`config.mk`:
```
export PLATFORM = sky130hd
export DESIGN_NAME = elink_test_sequencer
export DESIGN_NICKNAME = d
export VERILOG_FILES = /design/src/rtl/elink_test_sequencer.sv
export SDC_FILE = /design/constraint.sdc
export NUM_CORES = 1
export LEC_CHECK = 0
export ABC_CLOCK_PERIOD_IN_PS = 2800
export BUFFER_PORTS_ARGS = -buffer_cell sky130_fd_sc_hd__buf_2
export CAP_MARGIN = 20
export CORE_MARGIN = 2
export CORE_UTILIZATION = 25
export CTS_CLUSTER_SIZE = 40
export DETAILED_ROUTE_END_ITERATION = 16
export PLACE_DENSITY = 0.41
export RECOVER_POWER = 25
export SLEW_MARGIN = 20
export SYNTH_ARGS = -nofsm -noshare
export SYNTH_HDL_FRONTEND = slang
export SYNTH_SLANG_ARGS = --single-unit
```
`constraint.sdc`:
```
create_clock -name aclk -period 2.8 [get_ports aclk]
set_input_delay 0.14 -clock aclk [delete_from_list [all_inputs] [get_ports aclk]]
set_output_delay 0.14 -clock aclk [all_outputs]
set_load 0.02 [all_outputs]
```
`src/rtl/elink_test_sequencer.sv`:
```
// Sequences the eLink self-test engines: INIT, then GOLD->ELINK2 and ELINK2->GOLD (serially or
// concurrently), with a per-phase watchdog and a held pass/fail verdict.
module elink_test_sequencer #(
    parameter bit          CONCURRENT     = 1'b0,
    parameter int unsigned TIMEOUT_CYCLES = 100000
) (
    input  logic       aclk,
    input  logic       reset,
    input  logic       start,
    input  logic [2:0] done,
    input  logic [2:0] error,
    output logic [2:0] run,
    output logic       busy,
    output logic       pass,
    output logic       fail,
    output logic [2:0] fail_code,
    output logic       timeout,
    output logic [2:0] phase
);

    typedef enum logic [2:0] {
        S_IDLE = 3'd0,
        S_INIT = 3'd1,
        S_G2E  = 3'd2,
        S_E2G  = 3'd3,
        S_BOTH = 3'd4,
        S_PASS = 3'd5,
        S_FAIL = 3'd6
    } state_t;

    localparam int unsigned    WD_W   = (TIMEOUT_CYCLES > 2) ? $clog2(TIMEOUT_CYCLES) : 1;
    localparam logic [WD_W-1:0] WD_MAX = WD_W'(TIMEOUT_CYCLES - 1);

    state_t          r_state, w_state_d;
    logic            r_start_q;
    logic            r_start_armed;
    logic [WD_W-1:0] r_wdog, w_wdog_d;
    logic [1:0]      r_latch, w_latch_d;
    logic [2:0]      r_fail_code, w_fail_code_d;
    logic            r_timeout, w_timeout_d;
    logic [2:0]      r_run;

    logic            w_start_rise;
    logic            w_active;
    logic [2:0]      w_run_mask;
    logic [2:0]      w_err;
    logic            w_phase_done;
    logic            w_wd_expired;

    function automatic logic [2:0] run_of(input state_t s);
        case (s)
            S_INIT:  return 3'b100;
            S_G2E:   return 3'b001;
            S_E2G:   return 3'b010;
            S_BOTH:  return 3'b011;
            default: return 3'b000;
        endcase
    endfunction

    // Armed only once start has been seen low, so a start held through reset is not an edge.
    assign w_start_rise = start & ~r_start_q & r_start_armed;
    assign w_active     = (r_state == S_INIT) || (r_state == S_G2E) ||
                          (r_state == S_E2G)  || (r_state == S_BOTH);
    assign w_run_mask   = run_of(r_state);
    assign w_err        = error & w_run_mask;
    assign w_wd_expired = (r_wdog == WD_MAX);

    always_comb begin
        w_phase_done = 1'b0;
        case (r_state)
            S_INIT:  w_phase_done = done[2];
            S_G2E:   w_phase_done = done[0];
            S_E2G:   w_phase_done = done[1];
            S_BOTH:  w_phase_done = &(r_latch | done[1:0]);
            default: w_phase_done = 1'b0;
        endcase
    end

    always_comb begin
        w_state_d     = r_state;
        w_wdog_d      = r_wdog;
        w_latch_d     = r_latch;
        w_fail_code_d = r_fail_code;
        w_timeout_d   = r_timeout;

        if (w_active) begin
            w_wdog_d = r_wdog + WD_W'(1);
            if (r_state == S_BOTH) begin
                w_latch_d = r_latch | done[1:0];
            end
            // Priority: error, then completion, then watchdog expiry.
            if (|w_err) begin
                w_state_d     = S_FAIL;
                w_fail_code_d = w_err;
                w_timeout_d   = 1'b0;
            end else if (w_phase_done) begin
                case (r_state)
                    S_INIT:  w_state_d = CONCURRENT ? S_BOTH : S_G2E;
                    S_G2E:   w_state_d = S_E2G;
                    default: w_state_d = S_PASS;
                endcase
            end else if (w_wd_expired) begin
                w_state_d     = S_FAIL;
                w_fail_code_d = 3'b000;
                w_timeout_d   = 1'b1;
            end
        end else if (w_start_rise) begin
            w_state_d     = S_INIT;
            w_fail_code_d = 3'b000;
            w_timeout_d   = 1'b0;
        end

        if (w_state_d != r_state) begin
            w_wdog_d  = '0;
            w_latch_d = '0;
        end
    end

    always_ff @(posedge aclk or posedge reset) begin
        if (reset) begin
            r_state       <= S_IDLE;
            r_start_q     <= 1'b0;
            r_start_armed <= 1'b0;
            r_wdog        <= '0;
            r_latch       <= '0;
            r_fail_code   <= '0;
            r_timeout     <= 1'b0;
            r_run         <= '0;
        end else begin
            r_state       <= w_state_d;
            r_start_q     <= start;
            r_start_armed <= r_start_armed | ~start;
            r_wdog        <= w_wdog_d;
            r_latch       <= w_latch_d;
            r_fail_code   <= w_fail_code_d;
            r_timeout     <= w_timeout_d;
            r_run         <= run_of(w_state_d);
        end
    end

    assign run       = r_run;
    assign busy      = w_active;
    assign pass      = (r_state == S_PASS);
    assign fail      = (r_state == S_FAIL);
    assign fail_code = r_fail_code;
    assign timeout   = r_timeout;
    assign phase     = r_state;

endmodule

```
==> metrics.yaml, run 1 <==
postLayoutCoreUtil_pct: 29.7
ctsHtreeMaxLevel: 2
placedCellCount: 313
place.gp.congestion: 0.779
synthArstFlopShare_pct: 100
ys_dominant_reg_cell: "dfrtp_1"
layout.nets: 233
leakage_nw: 0.930
grtUsageTotal_pct: 11.3
power.density_nw_per_um2: 930
setup.worst_path.end_class: "flop"
vias_per_cell: 4.65
fill_cells: 803
cts_buffers: 5
r2r_cells: 6
layout_setup_ws_ns: 0.410
first_global_vias: 1455
avgSynthCellArea_um2: 9.41
worst_slew_pin_slew_ns: 1.71
via_count: 1503
yosys-top-cells-area: "dfrtp_1, xor2_1, nand2_1"
die_y_um: 89.9
p_total_mw: 2.00
clockBufferDepth: 2
drt_iter0_drc: 56
antenna_left: 0
root_buffer: "clkbuf_8"
fin_setup_tns_ns: 0
post_cts_buffers: 0
synth_edf_count: 0
max_freq_mhz: 418
drive_above_1_share_pct: 22.3
finalNonFillerCells: 323
max-cap-violations: 1
yosys.cell_types.count: 54
required_ns: 2.96
crit_slowest_cell: "dfrtp_1"
arrival_ns: 2.55
place_ws_ns: 0.419
post_dp_cell_area_um2: 2050
post_cts_resized: 0
portBuffers: 21
start_util_pct: 25.6
drcViolationCount: 0
io-pin-count: 22
setup_viol: 0
synthCells: 196
violations: "max-capacitance violations, max-slew violations"
fp.dieArea_um2: 8080
crit_path_start_kind: "flop"
vdd_drop_max_v: 0.000290
cts_tree: "yes"
hp-class: "primary input to flop"
synth_top_area_share_pct: 42.1
synth-seq-area-share_pct: 42.1
synth_common_cells: "dfrtp_1, nand2_1, nor2_1"
clk-insertion-delay-late_ns: 0.28
hold-path-cell-count: 3
grt_start_max_net_pins: 32
wl_per_cell_um: 13.3
crit_type: "flop to flop"
drtPass1Iterations: 4
whs_ns: 0.138
crit_chain: "or3b_4 -> o22a_1 -> a2111oi_0 -> a2111o_1 -> a21o_4 -> a21oi_1"
synth_seq_cells: 31
drv_slew: 32
cp_max_fo: 23
hold_viol_final: 0
fin_skew_ns: 0.00868
path_clk_slew_ns: 0.07
synth.cell_area_um2: 1840
reg2reg_slack_ns: 0.41
core_area_um2: 7210
grt_setup_unrepaired: "no"
area_delta_synth_final_pct: 16.4
row_count: 31
synthMostInstantiatedCell: "dfrtp_1"
antenna_found_initial: 0
yosys_warnings: 0
hpwl_mm: 3.13
fin_area_um2: 2150
die_x_um: 89.9
status: "finished, violations left"
post-route-period-util_pct: 85.4
final_period_minus_worst_setup_slack_ns: 2.39
cp_slowest_stage_delay_ns: 0.62
grt_pass1_wl_mm: 7.26
syn-num-nets: 206
yosysTopAreaCell: "dfrtp_1"
overflow: 0
slew_headroom_pct: -13.9
cts_sinks: 31
wl_mm: 4.29
n_antenna_cell: 0
==> cell type report <==
class | instances | area (um^2) | area share (%)
Timing Repair Buffer | 29 | 165 | 7.70
Clock buffer | 5 | 68.8 | 3.21
Inverter | 5 | 18.8 | 0.875
Sequential cell | 31 | 776 | 36.2
Clock inverter | 3 | 15.0 | 0.700
Tap cell | 99 | 124 | 5.77
Multi-Input combinational cell | 151 | 978 | 45.6
==> state kept, by name, summed over array words and instances (netlist names) <==
register / flops
r_wdog: 17
fail_code: 3
phase: 3
run: 3
r_latch: 2
r_start_armed: 1
r_start_q: 1
timeout: 1
==> cell families after synthesis <==
family,after synthesis,synth area share [%]
adder cells (fa/ha/maj),1,0.678
XOR/XNOR,17,8.07
buffers and inverters,14,4.88
multiplexers,1,0.543
AND/OR/NAND/NOR,96,29.4
flip-flops,31,42.1
AO/OA/AOI/OAI,36,14.4
==> critical path, delay by kind of cell, from the launching register on <==
kind / cells / cell delay (ns)
flops: 1 / 0.62
simple gates: 1 / 0.51
compound gates: 5 / 1.13
==> timing repair <==
action	4_1_cts	5_1_grt
setup endpoints to repair	0	0
hold buffers	2	0
endpoints found under the hold margin	32	0
==> path summary, 6_finish.rpt <==
path	start	endpoint
max reg2reg	phase[0]	r_wdog[1]
min in group asynchronous	reset	r_wdog[15]
min reg2reg	r_start_armed	r_start_armed
max in group asynchronous	reset	r_wdog[7]
max	phase[0]	r_wdog[1]
min	error[1]	fail_code[1]
==> layout by cell type, fill, tap and decap left out, types with 6 or more instances in the layout <==
cell type and instances:
dfrtp_1 31, nand2_1 21, a21oi_1 7, nor2_2 6
xor2_1 12, nand3_1 11, buf_2 20, nor2_1 19
==> layer usage <==
metal  share of wire (%)  global-route usage (%)
met1                  49                    15.3
met2                  45                    16.7
met3                 4.1                    3.19
met4                 2.0                    5.13
met5                   0                       0
==> power by group <==
group          internal, mW  switching, mW
combinational         0.366          0.635
clock                 0.170          0.174
sequential            0.530          0.120
(Power assumes the default switching activity.)
==> inputs of run 2 (changes only) <==
- CORE_ASPECT_RATIO: unset -> 1.25
- CORE_MARGIN: 2 -> 1.5
==> metrics.yaml, run 2 (synthesis gave the netlist of run 1 again) <==
status: "finished, violations left"
violations: "max-capacitance violations, max-slew violations"
final_period_minus_worst_setup_slack_ns: 2.33
top_register: "r_wdog"
cts_buffers: 5
hold_viol_final: 0
hpwl_mm: 3.25
postLayoutCoreUtil_pct: 30.8
p_total_mw: 2.11
worst_hold_startpoint: "error[1]"
core_area_um2: 7060
p_clk_share_pct: 21.5
power.density_nw_per_um2: 968
place.gp.congestion: 0.803
io-pin-count: 22
portBuffers: 21
die_y_um: 99.0
wl_per_cell_um: 13.6
post_cts_resized: 0
r2r_cells: 6
cts_tree: "yes"
ctsHtreeMaxLevel: 2
drcViolationCount: 0
largest_reg_flops: 17
worst_slew_pin_slew_ns: 1.67
seqPwrFrac_pct: 31.4
max-cap-violations: 1
p_comb_share_pct: 47.1
grt_start_max_net_pins: 32
path_clk_slew_ns: 0.07
max_freq_mhz: 428
crit_path_start_kind: "flop"
clk-insertion-delay-late_ns: 0.28
area_delta_synth_final_pct: 18.0
whs_ns: 0.133
fp.dieArea_um2: 7900
post_cts_buffers: 0
slew_headroom_pct: -11.1
vias_per_cell: 4.78
vdd_drop_max_v: 0.000306
grt_setup_unrepaired: "no"
final_cell_mix: "dfrtp_1, nand2_1, buf_2"
setup.worst_path.end_class: "flop"
grtUsageTotal_pct: 12.1
clockBufferDepth: 2
startpoint: "phase[0]"
via_count: 1505
hold-path-cell-count: 3
n_antenna_cell: 0
cp_max_fo: 23
first_global_vias: 1494
post-route-period-util_pct: 83.4
drt_iter0_drc: 91
grt_pass1_wl_mm: 7.40
antenna_found_initial: 0
r2r-start: "phase[0]"
layout.nets: 234
fin_setup_tns_ns: 0
fill_cells: 763
layout_commonest_cell: "dfrtp_1"
arrival_ns: 2.50
die_x_um: 79.8
drtPass1Iterations: 4
hp-class: "primary input to flop"
drv_slew: 32
leakage_nw: 0.948
drive_above_1_share_pct: 22.7
fin_skew_ns: 0.00803
antenna_left: 0
cts_sinks: 31
crit_type: "flop to flop"
p_sw_uw: 916
row_count: 34
overflow: 0
wl_mm: 4.29
setup_viol: 0
root_buffer: "clkbuf_8"
p_sw_share_pct: 43.5
start_util_pct: 26.1
required_ns: 2.96
intPower_mw: 1.19
## run 2: changes by cell type in the layout (fill, tap and decap cells not counted), sizes merged
| cell | before | now |
|---|---|---|
| buf | 25 | 26 |
| bufinv | 0 | 1 |
| clkbuf | 7 | 8 |
| clkinv | 3 | 1 |
## run 2: worst paths after layout
path	to	slack [ns]
setup / recovery	r_wdog[3]	0.47
hold / removal	fail_code[1]	0.13
setup reg to reg	r_wdog[3]	0.47
hold reg to reg	r_start_armed	0.50
max in group asynchronous	r_wdog[3]	0.85
min in group asynchronous	run[0]	0.98
## run 2: layout make-up
type | instances | area, um^2 | share of cell area (%)
inverters | 5 | 18.8 | 0.863
flip-flops and latches | 31 | 776 | 35.7
repair buffers | 30 | 173 | 7.94
clock buffers | 6 | 82.6 | 3.80
clock inverters | 2 | 35.0 | 1.61
multi-input cells | 151 | 978 | 45.0
well taps | 90 | 113 | 5.18
## run 2: metal layers
layer  up-vias  global-route usage (%)  share of wire (%)
met2        20                    20.1                 52
met3         6                    2.78                3.8
met1       730                    14.9                 43
met5         -                       0                  0
li1        749                       -                  -
met4         0                    5.04                1.9
## run 2: through the flow
stage / instance area, um^2 / setup WS [ns] / std cells
floorplan: 1840 / 0.559 / 196
global placement: 2040 / 0.454 / 305
detailed placement: 2040 / 0.459 / 305
CTS: 2180 / 0.435 / 315
global route: 2180 / 0.291 / 315
finish: 2180 / 0.466 / 315
## run 2: what timing repair did
action | 4_1_cts | 5_1_grt
hold endpoints to repair | 32 | 0
hold buffers | 2 | 0
setup endpoints to repair | 0 | 0
## run 2: power groups by stage
stage               clock network (mW)  registers, mW  logic [mW]
floorplan                            0          0.658       0.820
global placement                     0          0.672        1.03
detailed placement                   0          0.671        1.01
CTS                              0.476          0.662        1.02
global route                     0.497          0.680        1.11
finish                           0.453          0.661       0.992
## run 2: critical path: stages (launching register included)
cell and delay (ns):
dfrtp_1 0.61, or3b_4 0.51, o22a_1 0.20, a2111oi_0 0.37
a2111o_1 0.21, a21o_4 0.24, nor2_2 0.06
==> inputs of run 3 (changes only) <==
- ABC_CLOCK_PERIOD_IN_PS: 2800 -> 2200
- clock period: 2.8 -> 2.2 ns (I/O delays scaled with it)
==> metrics.yaml, run 3 (synthesis gave the netlist of run 1 again) <==
row_count: 34
antenna_found_initial: 0
start_util_pct: 26.1
setup.worst_path.end_class: "flop"
p_comb_share_pct: 53.5
fin_setup_tns_ns: 0
wl_mm: 4.80
die_x_um: 79.8
drt_iter0_drc: 55
arrival_ns: 2.29
path_clk_slew_ns: 0.08
p_total_mw: 2.97
layout.nets: 256
clockBufferDepth: 2
max-cap-violations: 0
path_delay_family: "compound AO/OA/AOI/OAI gates"
cts_buffers: 5
via_count: 1623
hold-path-endpoint: "fail_code[1]"
required_ns: 2.38
power.density_nw_per_um2: 1250
placedCellCount: 324
grt_start_max_net_pins: 32
antenna_left: 0
vias_per_cell: 4.82
first_global_vias: 1618
cp_slowest_stage_delay_ns: 0.51
drv_slew: 0
r2r-start: "phase[0]"
crit_chain: "or3b_4 -> o22a_1 -> a2111oi_2 -> a2111o_1 -> a21o_4 -> nor2_2"
hold_viol_final: 0
fill_cells: 764
place.gp.congestion: 0.841
grtUsageTotal_pct: 12.7
post-route-period-util_pct: 96.1
ctsHtreeMaxLevel: 2
p_sw_mw: 1.28
n_antenna_cell: 0
root_buffer: "clkbuf_8"
drcViolationCount: 0
io-pin-count: 22
overflow: 0
path_buf_inv: 0
layout_commonest_cell: "dfrtp_1"
leakage_nw: 1.06
setup_viol: 0
drtPass1Iterations: 4
crit_type: "flop to flop"
reg2reg_slack_ns: 0.09
crit_path_start_kind: "flop"
worst_slew_pin_slew_ns: 0.783
final_cell_mix: "dfrtp_1, buf_4, nand2_1"
finalNonFillerCells: 337
slew_headroom_pct: 47.8
clk-insertion-delay-late_ns: 0.28
seqPwrFrac_pct: 26.6
hpwl_mm: 3.54
hp-class: "primary input to flop"
crit_slowest_cell: "dfrtp_2"
worst_hold_startpoint: "error[1]"
rr_endpoint: "r_wdog[9]"
r2r_cells: 6
largest_reg_flops: 17
p_clk_share_pct: 19.9
portBuffers: 21
cts_sinks: 31
hold-path-cell-count: 3
status: "completed"
cp_max_fo: 14
intPower_mw: 1.69
fp.dieArea_um2: 7900
die_y_um: 99.0
grt_pass1_wl_mm: 7.67
top_register: "r_wdog"
area_delta_synth_final_pct: 28.8
final_period_minus_worst_setup_slack_ns: 2.11
p_sw_share_pct: 43.0
vdd_drop_max_v: 0.000443
wl_per_cell_um: 14.3
cts_tree: "yes"
fin_skew_ns: 0.00954
max_freq_mhz: 473
core_area_um2: 7060
drive_above_1_share_pct: 32.8
## run 3: layout make-up
cell class / count / area [um^2] / area share (%)
Clock buffer: 6 / 82.6 / 3.48
Clock inverter: 2 / 35.0 / 1.48
Timing Repair Buffer: 51 / 335 / 14.1
Multi-Input combinational cell: 152 / 1010 / 42.6
Tap cell: 90 / 113 / 4.74
Inverter: 5 / 18.8 / 0.790
Sequential cell: 31 / 778 / 32.8
## run 3: timing repair
item	4_1_cts	5_1_grt
setup buffers	0	2
hold buffers	2	0
endpoints found under the hold margin	32	0
gates resized for setup	0	7
endpoints found under the setup margin	0	23
## run 3: per-layer routing
layer	global-route usage (%)	vias up	wire length, um
met2	22.8	26	2510
met4	4.77	0	85
met5	0	-	0
li1	-	802	-
met1	14.6	785	2080
met3	2.59	10	130
## run 3: worst max path at each step
| stage | startpoint | to | depth (start not counted) |
|---|---|---|---|
| floorplan | phase[1] | r_wdog[15] | 9 |
| global placement | r_wdog[1] | r_wdog[1] | 7 |
| detailed placement | r_wdog[1] | r_wdog[1] | 7 |
| CTS | r_wdog[1] | r_wdog[1] | 7 |
| global route | phase[0] | r_wdog[15] | 7 |
| finish | phase[0] | r_wdog[9] | 6 |
## run 3: power by group through the flow
stage          registers [mW]  logic (mW)  clock network, mW
2_1_floorplan           0.842        1.05                  0
3_3_place_gp            0.808        1.52                  0
3_5_place_dp            0.810        1.49                  0
4_1_cts                 0.799        1.50              0.612
5_1_grt                 0.812        1.73              0.627
6_report                0.792        1.59              0.592
## run 3: worst register-to-register path: cells and delay by family, from the launching register on
| kind | cells | cell delay [ns] |
|---|---|---|
| AOI/OAI and AO/OA | 4 | 1.03 |
| DFF | 1 | 0.51 |
| and+or+nand+nor | 2 | 0.46 |
## run 3: stage by stage
step	instance area (um^2)	worst slack, ns	utilization, %	hold slack [ns]
6_report	2370	0.0867	33.6	0.106
5_1_grt	2370	-0.0107	33.6	0.122
4_1_cts	2330	0.0222	33.0	0.102
3_5_place_dp	2190	0.0373	31.0	0.221
3_3_place_gp	2190	0.0748	31.0	0.224
2_1_floorplan	1850	0.000276	-	0.141
